[src/rtl/score_arbiter.sv]
// Round-robin arbiter owning the score register load port; queues dot/fruit/ghost
// awards and applies each as a saturating read-modify-write followed by a settle cycle.
module score_arbiter #(
  parameter int SCORE_W   = 10,
  parameter int PEND_W    = 3,
  parameter int DOT_PTS   = 10,
  parameter int FRUIT_PTS = 50,
  parameter int GHOST_PTS = 200
) (
  input  logic               Clk,
  input  logic               Reset,
  input  logic               pause,
  input  logic               clear,
  input  logic               dot_req,
  input  logic               fruit_req,
  input  logic               ghost_req,
  input  logic [SCORE_W-1:0] score_from_reg,
  output logic               Load_S,
  output logic [SCORE_W-1:0] score_to_reg,
  output logic [1:0]         grant_id,
  output logic               busy,
  output logic               saturated,
  output logic               dropped
);

  // state  | meaning
  // IDLE   | waiting for pending work or clear
  // LOAD   | writing score_from_reg + pts for source sel
  // SETTLE | one cycle so score_from_reg reflects the write
  // CLR    | writing 0 to the score register
  typedef enum logic [1:0] {IDLE, LOAD, SETTLE, CLR} state_t;

  localparam logic [SCORE_W-1:0] DOT_V   = SCORE_W'(DOT_PTS);
  localparam logic [SCORE_W-1:0] FRUIT_V = SCORE_W'(FRUIT_PTS);
  localparam logic [SCORE_W-1:0] GHOST_V = SCORE_W'(GHOST_PTS);
  localparam logic [PEND_W-1:0]  CNT_MAX = '1;

  state_t             state, state_next;
  logic [PEND_W-1:0]  cnt [3];
  logic [PEND_W-1:0]  cnt_next [3];
  logic [1:0]         sel, sel_next, last_grant, last_next, pick;
  logic [SCORE_W-1:0] pts, pts_next, pick_pts;
  logic [SCORE_W:0]   sum;
  logic [2:0]         req, nz;
  logic               pick_valid, ovf, enter_clr, sat_next, drop_next, dec;

  assign req = {ghost_req, fruit_req, dot_req};
  assign nz  = {cnt[2] != '0, cnt[1] != '0, cnt[0] != '0};
  assign sum = {1'b0, score_from_reg} + {1'b0, pts};
  assign ovf = sum[SCORE_W];
  assign busy = (state != IDLE) || (|nz);

  // Search order starts just after the most recently granted source.
  always_comb begin
    pick       = 2'd0;
    pick_valid = |nz;
    case (last_grant)
      2'd0:    pick = nz[1] ? 2'd1 : (nz[2] ? 2'd2 : 2'd0);
      2'd1:    pick = nz[2] ? 2'd2 : (nz[0] ? 2'd0 : 2'd1);
      default: pick = nz[0] ? 2'd0 : (nz[1] ? 2'd1 : 2'd2);
    endcase
    case (pick)
      2'd0:    pick_pts = DOT_V;
      2'd1:    pick_pts = FRUIT_V;
      default: pick_pts = GHOST_V;
    endcase
  end

  always_comb begin
    state_next   = state;
    sel_next     = sel;
    pts_next     = pts;
    last_next    = last_grant;
    sat_next     = saturated;
    drop_next    = dropped;
    Load_S       = 1'b0;
    score_to_reg = '0;
    grant_id     = 2'd3;
    dec          = 1'b0;
    for (int i = 0; i < 3; i++) cnt_next[i] = cnt[i];

    case (state)
      IDLE: begin
        if (clear) begin
          state_next = CLR;
        end else if (!pause && pick_valid) begin
          sel_next   = pick;
          pts_next   = pick_pts;
          state_next = LOAD;
        end
      end
      LOAD: begin
        Load_S       = 1'b1;
        score_to_reg = ovf ? '1 : sum[SCORE_W-1:0];
        grant_id     = sel;
        last_next    = sel;
        if (ovf) sat_next = 1'b1;
        state_next = clear ? CLR : SETTLE;
      end
      SETTLE: state_next = clear ? CLR : IDLE;
      default: begin
        Load_S     = 1'b1;
        state_next = IDLE;
      end
    endcase

    for (int i = 0; i < 3; i++) begin
      dec = (state == LOAD) && (sel == 2'(i));
      if (req[i] && !dec) begin
        if (cnt[i] == CNT_MAX) drop_next = 1'b1;
        else                   cnt_next[i] = cnt[i] + 1'b1;
      end else if (!req[i] && dec) begin
        cnt_next[i] = cnt[i] - 1'b1;
      end
    end

    // Entering CLR discards everything queued, including requests sampled with clear.
    enter_clr = (state_next == CLR);
    if (enter_clr) begin
      sat_next  = 1'b0;
      drop_next = 1'b0;
      for (int i = 0; i < 3; i++) cnt_next[i] = '0;
    end
  end

  always_ff @(posedge Clk) begin
    if (Reset) begin
      state      <= IDLE;
      sel        <= 2'd0;
      pts        <= '0;
      last_grant <= 2'd2;
      saturated  <= 1'b0;
      dropped    <= 1'b0;
      for (int i = 0; i < 3; i++) cnt[i] <= '0;
    end else begin
      state      <= state_next;
      sel        <= sel_next;
      pts        <= pts_next;
      last_grant <= last_next;
      saturated  <= sat_next;
      dropped    <= drop_next;
      for (int i = 0; i < 3; i++) cnt[i] <= cnt_next[i];
    end
  end

endmodule
[config.mk]
export PLATFORM = sky130hd
export DESIGN_NAME = score_arbiter
export DESIGN_NICKNAME = d
export VERILOG_FILES = /design/src/rtl/score_arbiter.sv
export SDC_FILE = /design/constraint.sdc
export NUM_CORES = 1
export LEC_CHECK = 0
export BUFFER_PORTS_ARGS = -buffer_cell sky130_fd_sc_hd__buf_4
export CAP_MARGIN = 20
export CORE_ASPECT_RATIO = 0.75
export CORE_UTILIZATION = 55
export DETAILED_ROUTE_END_ITERATION = 10
export MAX_ROUTING_LAYER = met4
export PLACE_DENSITY = 0.89
export SKIP_CTS_REPAIR_TIMING = 1
export SLEW_MARGIN = 0
export SYNTH_ARGS = -nofsm -noshare
export SYNTH_HDL_FRONTEND = slang
export SYNTH_SLANG_ARGS = --single-unit
[constraint.sdc]
create_clock -name Clk -period 4.9 [get_ports Clk]
set_clock_uncertainty 0.05 [all_clocks]
set_input_delay 0.245 -clock Clk [delete_from_list [all_inputs] [get_ports Clk]]
set_output_delay 0.245 -clock Clk [all_outputs]
set_load 0.005 [all_outputs]
Word level (Yosys, flattened, before mapping)
Memory sizes are Yosys's and may differ from the RTL's.
Cells that the tools add are included.
W data, S select, Z words.
{ "totals": {"n_memories": 1, "rom_bits": 0, "reg_bits": 18, "latch_bits": 0, "wordCells": 98, "output_inout_bits": 16, "ramBits": 9} }
{ "memory_table": {"columns": ["name", "depth", "word_bits", "rd", "rd_clocked_by_memory_dff", "write_ports", "line_no", "text"], "rows": [
  ["cnt", 3, 3, 3, 0, 3, "39", "logic [PEND_W-1:0] cnt [3];"]
]} }
{ "op_classes": {"reduce_logical": 31, "bitwise": 4, "multipliers": 0, "shifts": 0, "n_mux": 39, "eq_ne": 10, "div_mod_pow": 0, "n_lt_le_gt_ge": 0, "addsub": 7} }
{ "ops": {"columns": ["operator", "n"], "rows": [
  ["$mux W3", 12],
  ["$mux W10", 2],
  ["$mux W2", 9],
  ["$pmux W8 S2", 1],
  ["$mux W1", 12],
  ["$add A10 B10 Y11", 1],
  ["$logic_and A1 B1 Y1", 10],
  ["$add A3 B1 Y3 const B", 3],
  ["$eq A3 B3 Y1 const B", 3],
  ["$mux W9", 1],
  ["$reduce_bool A3 Y1", 3],
  ["$sub A3 B1 Y3 const B", 3],
  ["$eq A2 B1 Y1 const B", 4],
  ["$logic_not A2 Y1", 4],
  ["$logic_not A1 Y1", 7],
  ["$eq A2 B2 Y1 const B", 3],
  ["$pmux W2 S3", 1],
  ["$pmux W2 S2", 1],
  ["$reduce_or A2 Y1", 2],
  ["$or A1 B1 Y1", 3],
  ["$reduce_and A3 Y1", 1],
  ["$reduce_or A3 Y1", 1],
  ["$reduce_and A2 Y1", 1],
  ["$reduce_bool A2 Y1", 1],
  ["other kinds (2)", 2]
]} }

Longest topological paths before layout
An unclocked memory read counts as a cell.
{ "depth": {"depth_word": 10, "depth_mapped": 8, "ltp_nobuf": 7} }

Worst setup path before layout
Ideal clock, no wire load.
{ "synth_path": {"path_type": "register to output", "startpoint": "register pts[1]", "endpoint": "output score_to_reg[9]", "required_ps": 4605, "stages_incl_launch_ff": 7, "n_path_buf": 0, "slack_ps": 3009, "arrival_ps": 1596, "path_cell_list": "dfxtp_1 -> ha_1 -> ha_1 -> a211oi_1 -> nor2_1 -> o311a_1 -> a311oi_1"} }
{ "synth_between": {"elab_chain_len": 3} }
{ "synth_lines": {"columns": ["item", "line_no", "text"], "rows": [
  ["start: declaration", "42", "logic [SCORE_W-1:0] pts, pts_next, pick_pts;"],
  ["start signal: assignment", "138", "pts <= pts_next;"],
  ["$add A10 B10 Y11", "49", "assign sum = {1'b0, score_from_reg} + {1'b0, pts};"],
  ["$mux W10", "94", "score_to_reg = ovf ? '1 : sum[SCORE_W-1:0];"],
  ["$mux W10", "82", "case (state)"],
  ["end: declaration", "19", "output logic [SCORE_W-1:0] score_to_reg,"]
]} }
Every way passes these cells.

Worst setup path after layout
Ends and elaborated chain as after synthesis.

==> flow_summary_export.csv <==
group,metric,value,unit
hold_path,min_from,"Reset",
sta,min_period,2.538,ns
sta,worst_slew_pin_slew,0.5451,ns
worst_setup_path,crit_path_end_kind,"output pin",
sta,hold_ws,0.1185,ns
clocking,cts-root-buf,"clkbuf_4",
clocking,cts_tree,"yes",
worst_setup_path,rr_endpoint,"cnt[0][2]$_SDFFE_PP0P_",
synthesis,syn_area,1473,sq um
layout,finish.net_count,235,
synthesis,yosys.area_share.simple,31.35,%
grt,grt_pass1_wl,5589,microns
sta,slew_headroom,63.51,%
sta,setup_viol,0,
synthesis,ys.flop_type,"dfxtp_1",
pwr,ir_drop,0.1692,mV
layout,postLayoutCoreUtil,72.51,%
grt,grt_remaining_overflow,0,
layout,filler_cell_count,188,
synthesis,synth-compound-area-share,19.63,%
sta,fin_crit_sh,51.80,%
worst_setup_path,ff2ff_setup_slack,2.78,ns
place,io_buffers,32,
die,start_util,60.83,%
detailed_routing,ant_nets,0,
layout,final_cell_mix,"36 x nor2_1, 32 x buf_4, 21 x dfxtp_1",
worst_setup_path,r2r_start,"state[0]$_SDFF_PP0_",
synthesis,avgSynthCellArea,8.273,sq um
die,dieWidth,61.75,microns
sta,drv_slew,0,
synthesis,synth.top_cell.area_share,28.55,%
detailed_routing,route.detailed.drc,0,
detailed_routing,drt_pass1_iterations,4,
synthesis,syn_inst,178,
synthesis,syn_nets,205,
grt,track_usage,27.98,%
die,num_rows,15,
synthesis,synth_area_leader_cell,"dfxtp_1",
detailed_routing,avgViaCountPerCell,5.900,
worst_setup_path,worstPathRequired,4.61,ns
run_status,status,"finished clean",
synthesis,yosysWarningCount,0,
detailed_routing,drt-initial-drc-count,102,
detailed_routing,wire_per_inst,14.42,microns
synthesis,ys_types,46,
worst_setup_path,critPathCapture,"score_to_reg[9]",
clocking,cts_buffer_depth,2,
sta,setup_tns,0,ns
worst_setup_path,cp-startpoint,"pts[1]$_SDFFE_PP0P_",
layout,drive_above_1_share,23.19,%
worst_setup_path,path_class,"reg2out",
synthesis,yosys_register_bits,21,
detailed_routing,vias,1422,
job,maxCapViolCount,0,
detailed_routing,wl,3475,microns
clocking,cts_buffers,3,
sta,finalWorstSetupSlack,2.362,ns
sta,finalHoldViolations,0,
synthesis,synthArstFlopShare,0,%
synthesis,synthAdderAreaFrac,10.03,%
place,gp_congestion,0.8174,
clocking,cts_sinks,21,
die,die_y,46.82,microns
sta,fmax,394.0,MHz
grt,grt_pass1_vias,1318,
hold_path,hold_class,"in2reg",
pwr,powerDensity,245.4,nW/um^2
worst_setup_path,arrival,2.24,ns
place,dp_worst_setup_slack,2.671,ns
worst_setup_path,worst_r2r_path_depth,7,
synthesis,synth_top_family_by_area,"simple AND/OR/NAND/NOR gates",
pwr,power.leakage,0.7900,nW
grt,antenna_found_initial,0,
grt,grt_max_degree,14,
layout,final_common_cell,"nor2_1",
clocking,cts_max_level,1,
synthesis,yosys-top-cells-area,"dfxtp_1 29%, nor2_1 9.2%, ha_1 5.9%, fa_1 4.1%, nor3_1 3.7%",
die,io_pins,33,
die,design.die.area,2891,sq um
place,hpwl,2815,microns
worst_setup_path,crit_path_start_kind,"register",
layout,synthToLayoutAreaGrowth,19.20,%
worst_setup_path,crit_fanout,3,
synthesis,synth-seq-area-share,28.55,%
die,core,2421,sq um
synthesis,muxShareOfSynthArea,2.039,%
layout,diodes,0,
sta,rsz0062_at_grt,"false",
clocking,clk_pin_slew,0.13,ns
clocking,clock_latency,0.31,ns
synthesis,synth-xor-area-share,5.353,%
synthesis,synth_edf_count,0,
per-stage QoR:
step / cells / cell area [sq um] / power (W)
after floorplan: 178 / 1473 / 0.0002963
after global placement: 237 / 1725 / 0.0003357
after detailed placement: 237 / 1725 / 0.0003462
after CTS: 241 / 1755 / 0.0004341
after global routing: 241 / 1755 / 0.0004596
final: 241 / 1755 / 0.0004308
how the worst min path moves through the flow:
stage | endpoint | depth (start not counted)
after global placement | last_grant[0]$_SDFFE_PP0P_ | 2
after CTS | state[1]$_SDFF_PP0_ | 2
after floorplan | state[1]$_SDFF_PP0_ | 2
after detailed placement | last_grant[0]$_SDFFE_PP0P_ | 2
final | state[1]$_SDFF_PP0_ | 2
after global routing | state[1]$_SDFF_PP0_ | 2
Yosys cell counts, types with 2 or more instances:
library cell	number
nor2_1	36
dfxtp_1	21
nor3_1	11
nand2_1	8
ha_1	7
a211oi_1	6
nand2b_1	6
xnor2_1	6
a21oi_1	5
a21o_1	4
clkbuf_1	4
inv_1	4
fa_1	3
mux2i_1	3
nand3_1	3
nor2b_1	3
o21a_1	3
o21ai_0	3
o31ai_1	3
or2_2	3
xor2_1	3
a311oi_1	2
and2_1	2
and3_2	2
buf_2	2
nand4bb_1	2
nor4b_4	2
o22ai_1	2
o311a_1	2
logic make-up (layout without fill, tap and decap cells):
group / after synthesis / after routing
and+or+nand+nor: 85 / 85
AOI/OAI and AO/OA: 39 / 39
DFF: 21 / 21
buffers and inverters: 11 / 40
adders and majority gates: 10 / 10
xor gates and xnor gates: 9 / 9
muxes: 3 / 3
critical path: stages, from the launching register on:
cell and delay, ns:
dfxtp_1 0.33, ha_1 0.20, ha_1 0.23, a211oi_1 0.28, nor2_1 0.13, o311a_1 0.33, a311oi_1 0.28, buf_4 0.16
sequential cells by signal, indices dropped and copies added (netlist names):
name	cells
dropped	1
state	2
sel	2
pts	4
saturated	1
last_grant	2
cnt	9
cell type report:
type | instances | area, sq um | area share, %
clock buffer | 3 | 22.52 | 1.283
clock inverter | 1 | 7.507 | 0.4277
inverter | 4 | 15.01 | 0.8553
multi-input combinational | 146 | 1007 | 57.38
sequential | 21 | 420.4 | 23.95
tap | 34 | 42.54 | 2.423
timing repair buffer | 32 | 240.2 | 13.68
metal layers:
| layer | share of wire, % | global-route usage, % | routed length [microns] | vias to the layer above |
|---|---|---|---|---|
| met5 | 0 | - | 0 | - |
| met4 | 2.0 | 8.889 | 68 | 0 |
| met3 | 5.7 | 9.091 | 197 | 8 |
| met2 | 49 | 46.67 | 1711 | 39 |
| met1 | 43 | 32.19 | 1498 | 679 |
| li1 | - | - | - | 696 |
report_power, final:
group          internal (W)  switching [W]
registers          0.000182      0.0000160
logic             0.0000728      0.0000729
clock network     0.0000311      0.0000560
total              0.000286       0.000145
(Power assumes the default switching activity.)
